===== src/rtl/vec_issue_pkg.sv =====
// ---------------------------------------------------------------------------
// vec_issue_pkg
//
// Shared types and constants for the vector issue unit:
//   XLEN               data / instruction width
//   issue_state_e      issuer FSM states
//   issue_cmd_t        one buffered command {inst, rs1, rs2}
//   DEFAULT_TIMEOUT    default WAIT_ACK cycle budget
//   timeout_cnt_width  width of a counter that must reach TIMEOUT-1
//   TIMEOUT_CNT_W      counter width for the default budget
// ---------------------------------------------------------------------------
package vec_issue_pkg;

    localparam int XLEN = 32;

    typedef enum logic [1:0] {
        IDLE     = 2'd0,
        ISSUE    = 2'd1,
        WAIT_ACK = 2'd2
    } issue_state_e;

    typedef struct packed {
        logic [XLEN-1:0] inst;
        logic [XLEN-1:0] rs1;
        logic [XLEN-1:0] rs2;
    } issue_cmd_t;

    localparam int DEFAULT_TIMEOUT = 1024;

    // The wait counter only has to hold 0 .. timeout-1.
    function automatic int timeout_cnt_width(input int timeout);
        return (timeout > 2) ? $clog2(timeout) : 1;
    endfunction

    localparam int TIMEOUT_CNT_W = timeout_cnt_width(DEFAULT_TIMEOUT);

endpackage


===== src/rtl/vec_issue_fifo.sv =====
// ---------------------------------------------------------------------------
// vec_issue_fifo
//
// Small synchronous FIFO of issue_cmd_t entries. Pushes into a full FIFO and
// pops from an empty FIFO are ignored. The head entry is presented
// combinationally so the consumer can register it on the pop edge.
//
// Ports:
//   clk, reset   clock, asynchronous active-low reset
//   push         write push_data at the tail (ignored when full)
//   push_data    command to store
//   pop          drop the head entry (ignored when empty)
//   head         current head entry (undefined while empty)
//   full, empty  occupancy flags
//   count        number of stored entries, 0 .. DEPTH
// ---------------------------------------------------------------------------
module vec_issue_fifo
    import vec_issue_pkg::*;
#(
    parameter int DEPTH = 4
) (
    input  logic                         clk,
    input  logic                         reset,
    input  logic                         push,
    input  issue_cmd_t                   push_data,
    input  logic                         pop,
    output issue_cmd_t                   head,
    output logic                         full,
    output logic                         empty,
    output logic [$clog2(DEPTH+1)-1:0]   count
);

    localparam int PTR_W = $clog2(DEPTH);
    localparam int CNT_W = $clog2(DEPTH + 1);

    issue_cmd_t       mem [DEPTH];
    logic [PTR_W-1:0] wr_ptr;
    logic [PTR_W-1:0] rd_ptr;
    logic             do_push;
    logic             do_pop;

    assign full    = (count == CNT_W'(DEPTH));
    assign empty   = (count == '0);
    assign do_push = push && !full;
    assign do_pop  = pop && !empty;
    assign head    = mem[rd_ptr];

    // NOTE: the storage array has no reset; an entry is only ever read after
    // it has been written, and leaving it out keeps it a plain RAM/regfile.
    always_ff @(posedge clk) begin
        if (do_push) begin
            mem[wr_ptr] <= push_data;
        end
    end

    // NOTE: state is updated with non-blocking assignments so every flop
    // samples the pre-edge values regardless of process ordering.
    always_ff @(posedge clk or negedge reset) begin
        if (!reset) begin
            wr_ptr <= '0;
            rd_ptr <= '0;
            count  <= '0;
        end else begin
            // DEPTH is a power of two, so the pointers wrap on overflow.
            if (do_push) begin
                wr_ptr <= wr_ptr + 1'b1;
            end
            if (do_pop) begin
                rd_ptr <= rd_ptr + 1'b1;
            end
            case ({do_push, do_pop})
                2'b10:   count <= count + 1'b1;
                2'b01:   count <= count - 1'b1;
                default: count <= count;
            endcase
        end
    end

endmodule


===== src/rtl/vec_issue_unit.sv =====
// ---------------------------------------------------------------------------
// vec_issue_unit
//
// Scalar-side issuer for the vector processor. Commands from the scalar core
// are buffered in a FIFO and issued one at a time over the instruction
// val/ready interface. Operands are held stable from issue until the
// instruction completes or is abandoned, because the vector datapath decodes
// them combinationally. The completion value (csr_out) is returned to the core
// through a single result register.
//
// Ports:
//   clk, reset          clock, asynchronous active-low reset
//   cmd_valid/ready     core command handshake (ready = FIFO not full)
//   cmd_inst/rs1/rs2    command payload
//   res_valid/ready     result handshake towards the core
//   res_data            captured csr_out
//   instruction         instruction presented to the vector processor
//   rs1_data, rs2_data  scalar operands presented to the vector processor
//   inst_valid          instruction offered (ISSUE)
//   scalar_pro_ready    issuer can take the completion (WAIT_ACK, no result held)
//   vec_pro_ready       vector processor accepts the instruction
//   vec_pro_ack         vector processor completed the instruction
//   is_vec              presented instruction is a legal vector instruction
//   csr_out             vector CSR read data, captured on completion
//   illegal_inst        one-cycle pulse, instruction rejected
//   timeout_err         one-cycle pulse, completion never arrived
//   busy                an instruction is in flight or commands are queued
// ---------------------------------------------------------------------------
module vec_issue_unit
    import vec_issue_pkg::*;
#(
    parameter int DEPTH   = 4,
    parameter int TIMEOUT = DEFAULT_TIMEOUT
) (
    input  logic            clk,
    input  logic            reset,

    input  logic            cmd_valid,
    output logic            cmd_ready,
    input  logic [XLEN-1:0] cmd_inst,
    input  logic [XLEN-1:0] cmd_rs1,
    input  logic [XLEN-1:0] cmd_rs2,

    output logic            res_valid,
    input  logic            res_ready,
    output logic [XLEN-1:0] res_data,

    output logic [XLEN-1:0] instruction,
    output logic [XLEN-1:0] rs1_data,
    output logic [XLEN-1:0] rs2_data,
    output logic            inst_valid,
    output logic            scalar_pro_ready,
    input  logic            vec_pro_ready,
    input  logic            vec_pro_ack,
    input  logic            is_vec,
    input  logic [XLEN-1:0] csr_out,

    output logic            illegal_inst,
    output logic            timeout_err,
    output logic            busy
);

    localparam int               CNT_W      = timeout_cnt_width(TIMEOUT);
    localparam int               FIFO_CNT_W = $clog2(DEPTH + 1);
    localparam logic [CNT_W-1:0] CNT_LAST   = CNT_W'(TIMEOUT - 1);

    issue_state_e          state;
    issue_state_e          next_state;

    issue_cmd_t            cmd_in;
    issue_cmd_t            fifo_head;
    logic                  fifo_full;
    logic                  fifo_empty;
    logic                  fifo_pop;
    logic [FIFO_CNT_W-1:0] fifo_count;

    logic [CNT_W-1:0]      wait_cnt;
    logic                  wait_last;
    logic                  reject;
    logic                  complete;
    logic                  expire;

    // -----------------------------------------------------------------------
    // Command FIFO
    // -----------------------------------------------------------------------
    assign cmd_in = '{inst: cmd_inst, rs1: cmd_rs1, rs2: cmd_rs2};

    vec_issue_fifo #(
        .DEPTH (DEPTH)
    ) u_fifo (
        .clk       (clk),
        .reset     (reset),
        .push      (cmd_valid),
        .push_data (cmd_in),
        .pop       (fifo_pop),
        .head      (fifo_head),
        .full      (fifo_full),
        .empty     (fifo_empty),
        .count     (fifo_count)
    );

    assign cmd_ready = !fifo_full;
    assign busy      = (state != IDLE) || (fifo_count != '0);
    assign wait_last = (wait_cnt == CNT_LAST);

    // -----------------------------------------------------------------------
    // FSM: state register
    // -----------------------------------------------------------------------
    always_ff @(posedge clk or negedge reset) begin
        if (!reset) begin
            state <= IDLE;
        end else begin
            state <= next_state;
        end
    end

    // -----------------------------------------------------------------------
    // FSM: next-state logic
    // -----------------------------------------------------------------------
    always_comb begin
        next_state = state;
        case (state)
            IDLE: begin
                if (!fifo_empty) begin
                    next_state = ISSUE;
                end
            end
            ISSUE: begin
                // A rejected instruction gets no ack, so it goes straight back.
                if (vec_pro_ready) begin
                    next_state = is_vec ? WAIT_ACK : IDLE;
                end
            end
            WAIT_ACK: begin
                // Completion wins over expiry when both land on the last cycle.
                if ((vec_pro_ack && !res_valid) || wait_last) begin
                    next_state = IDLE;
                end
            end
            default: next_state = IDLE;
        endcase
    end

    // -----------------------------------------------------------------------
    // FSM: output / event decode
    // -----------------------------------------------------------------------
    always_comb begin
        // NOTE: every signal driven here gets a default first, so no path
        // through the case leaves one unassigned and no latch is inferred.
        fifo_pop         = 1'b0;
        inst_valid       = 1'b0;
        scalar_pro_ready = 1'b0;
        reject           = 1'b0;
        complete         = 1'b0;
        expire           = 1'b0;
        case (state)
            IDLE: begin
                fifo_pop = !fifo_empty;
            end
            ISSUE: begin
                inst_valid = 1'b1;
                reject     = vec_pro_ready && !is_vec;
            end
            WAIT_ACK: begin
                // A held result blocks completion, which is what makes
                // consume and capture in the same cycle impossible.
                scalar_pro_ready = !res_valid;
                complete         = vec_pro_ack && !res_valid;
                expire           = !complete && wait_last;
            end
            default: ;
        endcase
    end

    // -----------------------------------------------------------------------
    // Operand registers, wait counter, result register and error pulses
    // -----------------------------------------------------------------------
    always_ff @(posedge clk or negedge reset) begin
        if (!reset) begin
            instruction  <= '0;
            rs1_data     <= '0;
            rs2_data     <= '0;
            wait_cnt     <= '0;
            res_valid    <= 1'b0;
            res_data     <= '0;
            illegal_inst <= 1'b0;
            timeout_err  <= 1'b0;
        end else begin
            illegal_inst <= reject;
            timeout_err  <= expire;

            // Operands only change on a pop, so they stay stable through
            // ISSUE and WAIT_ACK.
            if (fifo_pop) begin
                instruction <= fifo_head.inst;
                rs1_data    <= fifo_head.rs1;
                rs2_data    <= fifo_head.rs2;
            end

            // Keeps counting while back-pressured by a held result.
            if ((state == WAIT_ACK) && !complete && !expire) begin
                wait_cnt <= wait_cnt + 1'b1;
            end else begin
                wait_cnt <= '0;
            end

            if (complete) begin
                res_valid <= 1'b1;
                res_data  <= csr_out;
            end else if (res_valid && res_ready) begin
                res_valid <= 1'b0;
            end
        end
    end

endmodule


===== config.mk =====
export PLATFORM = sky130hd
export DESIGN_NAME = vec_issue_unit
export DESIGN_NICKNAME = d
export VERILOG_FILES = /design/src/rtl/vec_issue_pkg.sv /design/src/rtl/vec_issue_fifo.sv /design/src/rtl/vec_issue_unit.sv
export SDC_FILE = /design/constraint.sdc
export NUM_CORES = 1
export LEC_CHECK = 0
export CORE_UTILIZATION = 40
export DETAILED_ROUTE_END_ITERATION = 8
export PLACE_DENSITY = 0.66
export REMOVE_ABC_BUFFERS = 1
export SYNTH_ARGS = -nofsm -noshare
export SYNTH_HDL_FRONTEND = slang
export SYNTH_SLANG_ARGS = --single-unit

===== constraint.sdc =====
create_clock -name clk -period 6.95 [get_ports clk]
set_clock_uncertainty 0.1 [all_clocks]
set_input_delay 1.0425 -clock clk [delete_from_list [all_inputs] [get_ports clk]]
set_output_delay 1.0425 -clock clk [all_outputs]
set_load 0.05 [all_outputs]

Word-level counts from Yosys, hierarchy flattened
Memory sizes are Yosys's and may differ from the RTL's. A register that Yosys moved wholly into a read port is not among the register bits.
Cells that the tools add are included.
{"block": "word_totals", "regBits": 54, "latch_bits": 0, "ramBits": 384, "mem_bits_ro": 0, "inputBits": 135, "out_inout_bits": 135, "wordCells": 66, "n_memories": 1}
{"block": "classes", "addsub": 5, "multipliers": 0, "div": 0, "n_lt_le_gt_ge": 0, "n_eq_ne": 9, "shifts": 0, "muxes": 17, "bitwise": 0, "n_reduce_logical": 25}
{"memory": "u_fifo.mem", "depth": 4, "word_bits": 96, "rd": 1, "rd_clocked_by_memory_dff": 1, "wr": 1, "line": "vec_issue_fifo.sv:36", "rtl": "issue_cmd_t mem [DEPTH];"}
{"operator": "10-bit by 1-bit adder with 10-bit output (second input constant)", "n": 1}
{"operator": "10-bit == test (second input constant)", "n": 1}
{"operator": "1-bit two-way mux", "n": 10}
{"operator": "10-bit two-way mux", "n": 1}
{"operator": "1-bit logical AND", "n": 8}
{"operator": "1-bit logical NOT", "n": 8}
{"operator": "2-bit two-way mux", "n": 4}
{"operator": "2-bit != test (second input constant)", "n": 3}
{"operator": "2-bit case mux with 3 select lines", "n": 1}
{"operator": "3-bit case mux with 2 select lines", "n": 1}
{"operator": "2-bit nonzero test", "n": 3}
{"operator": "2-bit by 1-bit adder with 2-bit output (second input constant)", "n": 2}
{"operator": "2-bit by 1-bit == test with 1-bit output (second input constant)", "n": 2}
{"operator": "2-bit == test (second input constant)", "n": 2}
{"operator": "3-bit by 1-bit adder with 3-bit output (second input constant)", "n": 1}
{"operator": "3-bit == test (second input constant)", "n": 1}
{"operator": "3-bit logical NOT", "n": 1}
{"operator": "3-bit AND reduction", "n": 1}
{"operator": "3-bit nonzero test", "n": 1}
{"operator": "3-bit by 1-bit subtractor with 3-bit output (second input constant)", "n": 1}
{"operator": "2-bit logical NOT", "n": 1}
{"operator": "1-bit logical OR", "n": 2}

Depth between registers and ports, before layout
{"block": "depth", "ltp_word": 8, "depth_mapped": 10, "mapped_depth_nobuf": 8}

Cells and area by module
From an unflattened synthesis, not the netlist that was laid out.
{"block": "unflattened", "cells_unflattened": 879, "area_unflattened_um2": 19670.1}
{"module": "vec_issue_fifo", "instances": 1, "cells_each": 539, "area_per_inst_um2": 14251.2, "seq_area_each_um2": 11706.2}
{"module": "vec_issue_unit", "instances": 1, "cells_each": 340, "area_per_inst_um2": 5418.9, "seq_area_each_um2": 3578.4}

Worst setup path after synthesis
OpenSTA, ideal clock, no wires.
{"block": "synth_path", "path_kind": "input -> register", "startpoint": "in cmd_valid", "endpoint": "mem u_fifo.mem[0][0] in the netlist's numbering, enable pin", "setup_time_ns": 0.466, "arrival_time_ns": 3.318, "required_time_ns": 6.384, "path_slack_ns": 3.066, "path_stages": 1, "n_path_buf": 0, "cell_sequence": "and3_1"}
{"block": "synth_between", "elab_chain_cells": 3}
{"item": "start, declared", "line": "vec_issue_unit.sv:38", "rtl": "input logic cmd_valid,"}
{"item": "1-bit logical AND", "line": "vec_issue_fifo.sv:44", "rtl": "assign do_push = push && !full;"}
{"item": "1-bit two-way mux", "line": "vec_issue_fifo.sv:51", "rtl": "if (do_push) begin"}
{"item": "1-bit two-way mux (implied by the code)", "line": "vec_issue_fifo.sv:52", "rtl": "mem[wr_ptr] <= push_data;"}
{"item": "end, declared", "line": "vec_issue_fifo.sv:36"}
Every way passes these cells.

Worst setup path in the final report
{"block": "layout_path", "startpoint": "reg u_fifo.count[0]", "endpoint": "out cmd_ready"}
{"block": "layout_between", "elab_chain_cells": 2}
{"item": "start, declared", "line": "vec_issue_fifo.sv:30", "rtl": "output logic [$clog2(DEPTH+1)-1:0] count"}
{"item": "start signal, assigned", "line": "vec_issue_fifo.sv:72", "rtl": "2'b10: count <= count + 1'b1;"}
{"item": "start signal, assigned", "line": "vec_issue_fifo.sv:73", "rtl": "2'b01: count <= count - 1'b1;"}
{"item": "start signal, assigned", "line": "vec_issue_fifo.sv:74", "rtl": "default: count <= count;"}
{"item": "3-bit == test", "line": "vec_issue_fifo.sv:42", "rtl": "assign full = (count == CNT_W'(DEPTH));"}
{"item": "1-bit logical NOT", "line": "vec_issue_unit.sv:102", "rtl": "assign cmd_ready = !fifo_full;"}
{"item": "end, declared", "line": "vec_issue_unit.sv:39", "rtl": "output logic cmd_ready,"}
Every way passes these cells.

==> impl_metrics.ini <==
[status]
outcome = finished clean

[drt]
vias = 9343
wire_per_inst_um = 21.2
antenna_left = 0
met1_length_um = 17000
first_iter_violations = 507
route.met2.wl_um = 19900
routed.top_layer = met5
route.met3.wl_um = 2380
drc_errors = 0
drt-total-wl_um = 40000
dr.pass1.iters = 4
avgViaCountPerCell = 4.95

[layout]
fillers = 3971
seq_area_sq_mm = 0.0153
most-common-layout-cells = edfxtp_1, clkdlybuf4s50_1, dfrtp_1
postLayoutCoreUtil_pct = 51.3
layout_commonest_cell = edfxtp_1
final_cell_area_sq_mm = 0.0251
multi_input_area_sq_mm = 0.00425
finalNetCount = 1318
syn2layout_area_growth_pct = 26.8
drive_gt1_share_pct = 27.2

[floorplan]
rows = 81
fp.dieH_um = 224
core_area_sq_mm = 0.0488
start_util_pct = 40.5
die_w_um = 224
io_pins = 270
die-area_sq_mm = 0.0503

[clocking]
cts-root-buf = clkbuf_16
ctsResizeCount = 0
cts_tree = done
tritoncts.num_buffers = 54
cts_hold_buf = 0
clk_pin_slew_worst_paths_ps = 60
clock_sinks = 534
htree_levels = 2
post_cts_buffers = 0
clockBufferDepth = 3
clkLatencyLatePin_ps = 590

[power_and_ir_drop]
p_seq_share_pct = 38.6
clkPwrFrac_pct = 24.1
p_comb_share_pct = 37.3
sw_frac_of_total_pct = 34.4
leakage_nw = 8.74
pwr_density_cell_mw_per_mm2 = 500
ir_drop_mv = 0.326
intPower_mw = 8.22
p_sw_mw = 4.30

[placement]
place_area_sq_mm = 0.0232
place_congestion = 0.690
dp_hpwl_um = 23900
port_buffers = 269

[setup_path]
crit_required_ps = 5810
r2r_start = u_fifo.rd_ptr[0]
crit_start = u_fifo.count[0]
crit_end = cmd_ready
cp-end-kind = output pin
timing.rr.end = rs1_data[13]
reg2reg_slack_ps = 4130
worstSetupPathType = reg -> out
ff2ff_path_depth = 3
critPathMaxFanout = 6
arrival_ps = 2280
critPathLaunchType = flop

[yosys]
ys_seq_area_share_pct = 77.3
synthTopCellsByArea = edfxtp_1, dfrtp_1, mux4_2
netlist.area_leader.share_pct = 58.3
syn_inst = 877
ys_types = 36
ys_warn_count = 0
synth_seq_cells = 534
synth.avg_cell_area_sq_um = 22.5
synth_area_sq_mm = 0.0198
synth.largest_area_cell = edfxtp_1

[global_route]
track_usage_pct = 16.2
antenna_found_initial = 4
grt_overflow = 0
grt_max_degree = 94
first_global_vias = 9952
grt_pass1_wl_um = 60800

[sta]
period_needed_ps = 3420
finalSetupViolations = 0
fmax_mhz = 292
final_hold_viol_count = 0
final.setup.tns_ps = 0
post-route-period-util_pct = 49.2
worstMarginPinSlew_ps = 978
slew_headroom_pct = 34.8
rsz0062_at_grt = no
slew_violations = 0

[min_path]
holdCritPathClass = reg -> reg

[job]
cap_violations = 0
[metal layers]
metal	track usage, %	vias to the layer above
li1	-	4134
met1	21.1	4894
met2	26.8	255
met3	4.14	54
met4	4.74	6
met5	0	-
[logic make-up after synthesis]
| logic type | after synthesis | share of synthesized area (%) |
|---|---|---|
| AND/OR/NAND/NOR | 43 | 1.22 |
| buffers and inverters | 44 | 1.27 |
| adder cells (fa/ha/maj) | 7 | 0.481 |
| flip-flops | 534 | 77.3 |
| XOR/XNOR | 9 | 0.399 |
| multiplexers | 226 | 18.9 |
| AO/OA/AOI/OAI | 14 | 0.412 |
[final cells by class]
type | count | share of cell area [%]
Sequential cell | 534 | 61.0
Multi-Input combinational cell | 299 | 17.0
Timing Repair Buffer | 279 | 11.1
Clock buffer | 76 | 6.13
Tap cell | 664 | 3.32
Clock inverter | 25 | 1.35
Inverter | 8 | 0.140
Antenna cell | 1 | 0.00999
[worst max-delay path: stages, from the launching register on]
cell,delay [ps]
dfrtp_1,440
or3b_1,510
clkdlybuf4s50_1,760
[synthesized netlist by cell type, drive strengths merged]
cell / number
o21ai: 5
xnor2: 6
o221ai: 1
and3: 4
nand2b: 4
a21oi: 4
nor2b: 1
or4: 2
inv: 8
o31ai: 1
dfrtp: 150
and2: 1
ha: 6
nor3: 4
fa: 1
nand2: 6
buf: 28
nand3: 6
nor3b: 2
a211oi: 1
mux2: 130
or3: 4
clkbuf: 8
edfxtp: 384
xor2: 3
nor2: 6
o22ai: 1
nand4: 2
mux4: 96
or3b: 1
a31oi: 1
[power groups by stage]
stage / Sequential, mW / Clock, mW / Combinational [mW]
after CTS: 4.87 / 3.10 / 4.76
after global placement: 4.89 / 0 / 4.71
after detailed placement: 4.92 / 0 / 4.75
after global routing: 4.94 / 3.21 / 4.92
after floorplan: 6.26 / 0 / 1.96
final: 4.84 / 3.02 / 4.67
[worst min-delay path by stage]
stage                          from         endpoint  slack (ps)  depth (start not counted)
floorplan           u_fifo.count[2]  u_fifo.count[2]         380                          1
global placement       res_data[19]     res_data[19]         390                          1
detailed placement  instruction[29]  instruction[29]         390                          1
CTS                    res_data[26]     res_data[26]         410                          1
global route           res_data[19]     res_data[19]         410                          1
finish                  res_data[0]      res_data[0]         400                          1
[stage by stage]
stage,power [mW],worst slack (ps),hold WS (ps),std cells
detailed placement,9.67,3270,394,1784
floorplan,8.22,2030,377,841
finish,12.5,3530,403,1886
CTS,12.7,3460,409,1885
global route,13.1,3420,412,1885
global placement,9.60,3270,387,1784
[sequential cells by signal, summed over array words and instances (netlist names)]
name and flops:
u_fifo.wr_ptr 2, rs1_data 32, instruction 32, res_data 32, illegal_inst 1, u_fifo.rd_ptr 2
rs2_data 32, res_valid 1, u_fifo.mem 384, state 2, u_fifo.count 3, timeout_err 1
wait_cnt 10
No activity file was read; power rests on OpenSTA's default activity.
